### config.mk
export PLATFORM = sky130hd
export DESIGN_NAME = mmss_time_keeper_set
export DESIGN_NICKNAME = d
export VERILOG_FILES = /design/src/rtl/mmss_time_keeper_set.sv
export SDC_FILE = /design/constraint.sdc
export NUM_CORES = 1
export LEC_CHECK = 0
export CAP_MARGIN = 20
export CORE_MARGIN = 5
export CORE_UTILIZATION = 64
export CTS_CLUSTER_SIZE = 12
export DETAILED_ROUTE_END_ITERATION = 6
export GPL_TIMING_DRIVEN = 0
export PLACE_DENSITY = 0.84
export RECOVER_POWER = 50
export SLEW_MARGIN = 0
export SYNTH_ARGS = -nofsm -noshare
export SYNTH_HDL_FRONTEND = slang
export SYNTH_SLANG_ARGS = --single-unit
### constraint.sdc
create_clock -name clk -period 4.4 [get_ports clk]
set_input_delay 1.1 -clock clk [delete_from_list [all_inputs] [get_ports clk]]
set_output_delay 1.1 -clock clk [all_outputs]
set_load 0.005 [all_outputs]
### src/rtl/mmss_time_keeper_set.sv
// ============================================================================
// mmss_time_keeper_set : mm:ss time base with prescaler, debounced buttons and
//                        RUN / SET_MIN / SET_SEC time-setting FSM
// Revision : 1.0
// ============================================================================
`default_nettype none

module mmss_time_keeper_set #(
    parameter int TICK_DIV     = 100_000_000,
    parameter int DEBOUNCE_CYC = 1_000_000,
    parameter int BLINK_DIV    = 25_000_000
) (
    input  logic       clk,
    input  logic       Resetn,
    input  logic       btn_mode,
    input  logic       btn_up,
    input  logic       btn_down,
    output logic [5:0] seconds,
    output logic [5:0] minutes,
    output logic [1:0] mode,
    output logic       blink,
    output logic       tick
);

    localparam int TW = $clog2(TICK_DIV);
    localparam int DW = $clog2(DEBOUNCE_CYC + 1);
    localparam int BW = $clog2(BLINK_DIV + 1);

    typedef enum logic [1:0] {
        RUN     = 2'b00,
        SET_MIN = 2'b01,
        SET_SEC = 2'b10
    } state_e;

    state_e        state_q;
    logic [TW-1:0] presc_q;
    logic [BW-1:0] blink_cnt_q;
    logic [5:0]    sec_q;
    logic [5:0]    min_q;
    logic          blink_q;
    logic          tick_q;

    logic [2:0] btn_raw;
    logic [2:0] press;
    logic       mode_p;
    logic       up_p;
    logic       dn_p;

    assign btn_raw = {btn_down, btn_up, btn_mode};

    // Per button: 2-FF synchroniser, stability counter, rising-edge detect.
    generate
        for (genvar i = 0; i < 3; i++) begin : g_btn
            logic          sync1_q;
            logic          sync2_q;
            logic          level_q;
            logic          prev_q;
            logic [DW-1:0] cnt_q;

            always_ff @(posedge clk or negedge Resetn) begin
                if (!Resetn) begin
                    sync1_q <= 1'b0;
                    sync2_q <= 1'b0;
                    level_q <= 1'b0;
                    prev_q  <= 1'b0;
                    cnt_q   <= '0;
                end else begin
                    sync1_q <= btn_raw[i];
                    sync2_q <= sync1_q;
                    prev_q  <= level_q;
                    if (sync2_q == level_q) begin
                        cnt_q <= '0;
                    end else if (cnt_q == DW'(DEBOUNCE_CYC - 1)) begin
                        level_q <= sync2_q;
                        cnt_q   <= '0;
                    end else begin
                        cnt_q <= cnt_q + 1'b1;
                    end
                end
            end

            assign press[i] = level_q & ~prev_q;
        end
    endgenerate

    // Mode wins over up/down; up and down together cancel.
    assign mode_p = press[0];
    assign up_p   = press[1] & ~press[2] & ~press[0];
    assign dn_p   = press[2] & ~press[1] & ~press[0];

    function automatic logic [5:0] inc59(input logic [5:0] v);
        return (v == 6'd59) ? 6'd0 : v + 6'd1;
    endfunction

    function automatic logic [5:0] dec59(input logic [5:0] v);
        return (v == 6'd0) ? 6'd59 : v - 6'd1;
    endfunction

    always_ff @(posedge clk or negedge Resetn) begin
        if (!Resetn) begin
            state_q     <= RUN;
            presc_q     <= '0;
            blink_cnt_q <= '0;
            sec_q       <= '0;
            min_q       <= '0;
            blink_q     <= 1'b1;
            tick_q      <= 1'b0;
        end else begin
            tick_q <= 1'b0;
            case (state_q)
                RUN: begin
                    blink_q     <= 1'b1;
                    blink_cnt_q <= '0;
                    if (mode_p) begin
                        state_q <= SET_MIN;
                        presc_q <= '0;
                    end else if (presc_q == TW'(TICK_DIV - 1)) begin
                        presc_q <= '0;
                        tick_q  <= 1'b1;
                        sec_q   <= inc59(sec_q);
                        if (sec_q == 6'd59) begin
                            min_q <= inc59(min_q);
                        end
                    end else begin
                        presc_q <= presc_q + 1'b1;
                    end
                end
                SET_MIN, SET_SEC: begin
                    presc_q <= '0;
                    if (mode_p) begin
                        state_q     <= (state_q == SET_MIN) ? SET_SEC : RUN;
                        blink_q     <= 1'b1;
                        blink_cnt_q <= '0;
                    end else if (up_p || dn_p) begin
                        if (state_q == SET_MIN) begin
                            min_q <= up_p ? inc59(min_q) : dec59(min_q);
                        end else begin
                            sec_q <= up_p ? inc59(sec_q) : dec59(sec_q);
                        end
                        blink_q     <= 1'b1;
                        blink_cnt_q <= '0;
                    end else if (blink_cnt_q == BW'(BLINK_DIV - 1)) begin
                        blink_q     <= ~blink_q;
                        blink_cnt_q <= '0;
                    end else begin
                        blink_cnt_q <= blink_cnt_q + 1'b1;
                    end
                end
                default: begin
                    state_q <= RUN;
                end
            endcase
        end
    end

    assign seconds = sec_q;
    assign minutes = min_q;
    assign mode    = state_q;
    assign blink   = blink_q;
    assign tick    = tick_q;

endmodule

`default_nettype wire

; Word level (Yosys, flattened, before mapping)
; Cells that the tools add are included.
[totals]
regBits = 140
out_inout_bits = 16
word_cells = 126
[classes]
addsub = 9
n_eq_ne = 22
mux = 43
bitwise_logic = 17
n_reduce_logical = 13
[op_table]
columns = operator, n
row1 = two-way mux 20 bit, 6
row2 = two-way mux 6 bit, 17
row3 = two-way mux 25 bit, 3
row4 = "adder 20 x 1 -> 20 bit, second input constant", 3
row5 = "== test 20 bit, second input constant", 3
row6 = two-way mux 27 bit, 2
row7 = case mux 27 bit (2 select lines), 1
row8 = case mux 25 bit (2 select lines), 1
row9 = "adder 27 x 1 -> 27 bit, second input constant", 1
row10 = "== test 27 bit, second input constant", 1
row11 = "adder 25 x 1 -> 25 bit, second input constant", 1
row12 = "== test 25 bit, second input constant", 1
row13 = case mux 6 bit (2 select lines), 2
row14 = "inequality test 2 bit, second input constant", 9
row15 = "adder 6 x 1 -> 6 bit, second input constant", 2
row16 = "== test 6 bit, second input constant", 2
row17 = logical NOT 6 bit, 2
row18 = "subtractor 6 x 1 -> 6 bit, second input constant", 2
row19 = NOT 1 bit, 10
row20 = AND reduction 2 bit, 5
row21 = AND 1 bit, 7
row22 = AND reduction 7 bit, 1
row23 = two-way mux 1 bit, 6
row24 = two-way mux 2 bit, 3
row25 = 11 further kinds, 13

; Depth between registers and ports, before layout
[logic_depth]
ltp_word = 10
depth_mapped = 9

; Worst setup path before layout
; No wires, ideal clock.
[synth_path]
path_kind = register -> register
startpoint = reg presc_q[12]
endpoint = reg min_q[4], in the netlist minutes[4]
setup_ns = 0.128
t_arrival_ns = 1.982
slack_ns = 2.291
path_stages_with_launch = 6
path_buffers = 0
synth_period_minus_slack_ns = 2.109
path_cell_list = dfrtp_1 -> or4_4 -> nor4_4 -> o2111a_4 -> o21ai_4 -> mux2_1
[synth_via]
elab_chain_len = 3
[synth_lines]
columns = element, line
row1 = start: declaration, 36  ; logic [TW-1:0] presc_q;
row2 = start signal: assignment, 125  ; presc_q <= presc_q + 1'b1;
row3 = == test 27 bit, 117  ; end else if (presc_q == TW'(TICK_DIV - 1)) begin
row4 = inequality test 2 bit (no line), -
row5 = AND reduction 7 bit (no line), -
row6 = end signal: assignment, 122  ; min_q <= inc59(min_q);
row7 = end signal: assignment, 136  ; min_q <= up_p ? inc59(min_q) : dec59(min_q);
row8 = end: declaration, 39  ; logic [5:0] min_q;
; No other way between the ends.
; A chain may end at the register's enable or synchronous reset.

==> impl_metrics.json <==
{
  "netlist_area_um2": 7470,
  "num_vias": 5912,
  "initial_core_util_pct": 65.4,
  "cp_num_buf_inv": 1,
  "postCtsSetupRepairBufs": 0,
  "gp_congestion": 0.842,
  "drv_cap": 1,
  "dp_hpwl_um": 10700,
  "post_drt_via_cell_ratio": 6.04,
  "finalCritPeriodShare_pct": 66.3,
  "slowest_delay_ns": 1.77,
  "yosysTopAreaCellShare_pct": 46.6,
  "power_density_nw_per_um2": 335,
  "rsz0062_at_grt": "no",
  "crit_start": "Resetn",
  "wirelength_um": 15600,
  "core_um2": 11400,
  "pwr-share-seq_pct": 46.1,
  "path_cells": "clkbuf_1",
  "cts_buffer_depth": 2,
  "drive_above_1_share_pct": 8.01,
  "swShare_pct": 21.8,
  "clock_latency_ns": 0.43,
  "power_frac_comb_pct": 2.0,
  "status": "finished with violations",
  "crit_required_ns": 4.39,
  "clockPowerShare_pct": 52.0,
  "grtUsageTotal_pct": 23.1,
  "violations": "max-capacitance violations, max-slew violations",
  "min_period_ns": 2.92,
  "synth_seq_area_share_pct": 46.9,
  "end_kind": "asynchronous set/reset pin",
  "cellLeakagePower_nw": 3.53,
  "nFillCells": 795,
  "p_int_w": 0.00222,
  "die_w_um": 118,
  "antenna_found_initial": 0,
  "tightest_slew_ns": 2.55,
  "grt_overflow_total": 0,
  "drtAntennaViolNets": 0,
  "hold_ws_ns": 0.346,
  "cts_made_buffers": 17,
  "rows": 39,
  "fin_nets": 844,
  "syn_inst": 783,
  "grt_pass1_vias": 5820,
  "io_buffers": 20,
  "synth_flop_cell": "dfrtp_1",
  "ir_worst_vdd_uv": 352,
  "min_path_type": "reg -> reg",
  "fin_ws_ns": 1.48,
  "yosysUniqueCellTypes": 70,
  "num_io_pins": 21,
  "synth_edf_count": 0,
  "synth_nets": 804,
  "cp-start-kind": "input port",
  "fmaxAchievable_mhz": 343,
  "synthToLayoutAreaGrowth_pct": 13.4,
  "cts_tree": "done",
  "crit_slowest_cell": "clkbuf_1",
  "ys_ff_latch": 140,
  "dr.pass1.iters": 5,
  "slew_violations": 45,
  "critPathMaxFanout": 45,
  "clock_skew_ns": 0.00810,
  "ctsHoldBuffers": 0,
  "setup_violations": 0,
  "cts.sinks": 140,
  "n_antenna_cell": 0,
  "grt_max_degree": 97,
  "power_w": 0.00284,
  "worstSetupPathType": "in -> async",
  "p_switching_w": 0.000617,
  "root_buffer": "clkbuf_16",
  "crit_family": "buffers and inverters",
  "postLayoutCellArea_um2": 8470,
  "cts.reportedPaths.clkPinSlew_ns": 0.06,
  "synth_most_common_cell": "dfrtp_1",
  "hold_path.startpoint": "g_btn[0].sync1_q",
  "r2r_start": "mode[0]",
  "fin_util_pct": 74.2,
  "dpl_cell_area_um2": 7880,
  "ctsResizeCount": 0,
  "drc": 0,
  "hold_viol_final": 0,
  "grt_pass1_wl_um": 27000,
  "relSlewSlack_pct": -70.1,
  "yosys_warnings": 0,
  "synth_top_cell_by_area": "dfrtp_1",
  "async_flop_share_pct": 100,
  "pre_cts_ws_ns": 1.91,
  "die_area_um2": 13900,
  "die_height_um": 118,
  "routedWlPerCell_um": 15.9,
  "synth_area_leaders": "dfrtp_1 (47%), xnor2_1 (7.0%), nor2_1 (6.9%), xor2_1 (4.9%), nand3_1 (3.1%)",
  "synth_area_per_cell_um2": 9.54,
  "ys_top_cells_by_count": "dfrtp_1 (139), nor2_1 (138), xnor2_1 (60), nand2_1 (47), nand3_1 (46)",
  "htree_levels": 4,
  "cp.arrival_ns": 2.91,
  "drtIter0Drc": 703
}
-- final cells by class --
class	instances	area [um2]	share of cell area, %
sequential	140	3500	41.4
tap	143	179	2.11
inverter	29	109	1.28
clock inverter	14	168	1.98
buffer	25	115	1.36
clock buffer	18	439	5.18
multi-input combinational	589	3740	44.1
timing repair buffer	21	221	2.61
-- cells by family after synthesis --
group                    count (synthesis)  share of synthesized area (%)
buffers and inverters                   54                           3.10
AND/OR/NAND/NOR                        378                           25.9
AO/OA/AOI/OAI                           82                           7.87
adder cells (fa/ha/maj)                 16                           2.68
multiplexers                            11                           1.57
XOR/XNOR                               102                           12.0
flip-flops                             140                           46.9
-- layer usage --
metal	vias up	GRT usage, %	part of all wire, %
li1	2826	-	-
met1	2905	29.5	44
met2	158	38.3	50
met3	23	5.38	4.2
met4	0	8.67	1.7
met5	-	0	0
-- final timing paths --
path                                       to  cells after the start  slack (ns)
hold reg to reg              g_btn[0].sync2_q                      0        0.35
hold / removal               g_btn[0].sync2_q                      0        0.35
setup reg to reg                  presc_q[22]                      6        1.90
max in group clk                   minutes[0]                      1        1.79
setup / recovery           g_btn[0].cnt_q[13]                      1        1.48
min in group asynchronous     blink_cnt_q[18]                      1        1.46
-- placed cells by master, fill, tap and decap left out, types with 4 or more instances in the layout --
cell type and instances:
nor4_1 20, and3_1 13, nor2_1 138, clkdlybuf4s50_1 16, clkinv_2 4, nor4b_1 7, nor3b_1 6, nor3_1 27
or3_1 7, nor2b_1 4, buf_2 8, a22o_1 5, o21ai_0 18, nand2b_1 4, a21oi_1 17, mux2_2 5
nand3_1 46, dfrtp_1 139, mux2i_1 5, xor2_1 42, xnor2_1 60, inv_1 29, clkbuf_16 17, o211ai_1 6
a2bb2oi_1 4, clkbuf_1 16, nand4_1 27, and4_1 5, ha_1 16, nand2_1 47
-- power by group through the flow --
stage          logic [W]  clock network [W]  registers, W
5_1_grt        0.0000670            0.00156       0.00131
3_5_place_dp   0.0000595                  0       0.00133
3_3_place_gp   0.0000533                  0       0.00133
4_1_cts        0.0000601            0.00149       0.00131
6_report       0.0000564            0.00147       0.00131
2_1_floorplan  0.0000210                  0       0.00133
-- through the flow --
stage | TNS (ns) | cells
floorplan | 0 | 783
CTS | 0 | 979
global placement | -426.91 | 946
finish | 0 | 979
detailed placement | 0 | 947
global route | 0 | 979
-- flip-flops by register name, indices dropped and copies added, names as in the netlist --
name and flops:
blink 1, blink_cnt_q 25, g_btn.cnt_q 60, g_btn.level_q 3, g_btn.prev_q 3, g_btn.sync1_q 3, g_btn.sync2_q 3, minutes 6
mode 2, presc_q 27, seconds 6, tick 1
No activity file was read; power rests on OpenSTA's default activity.
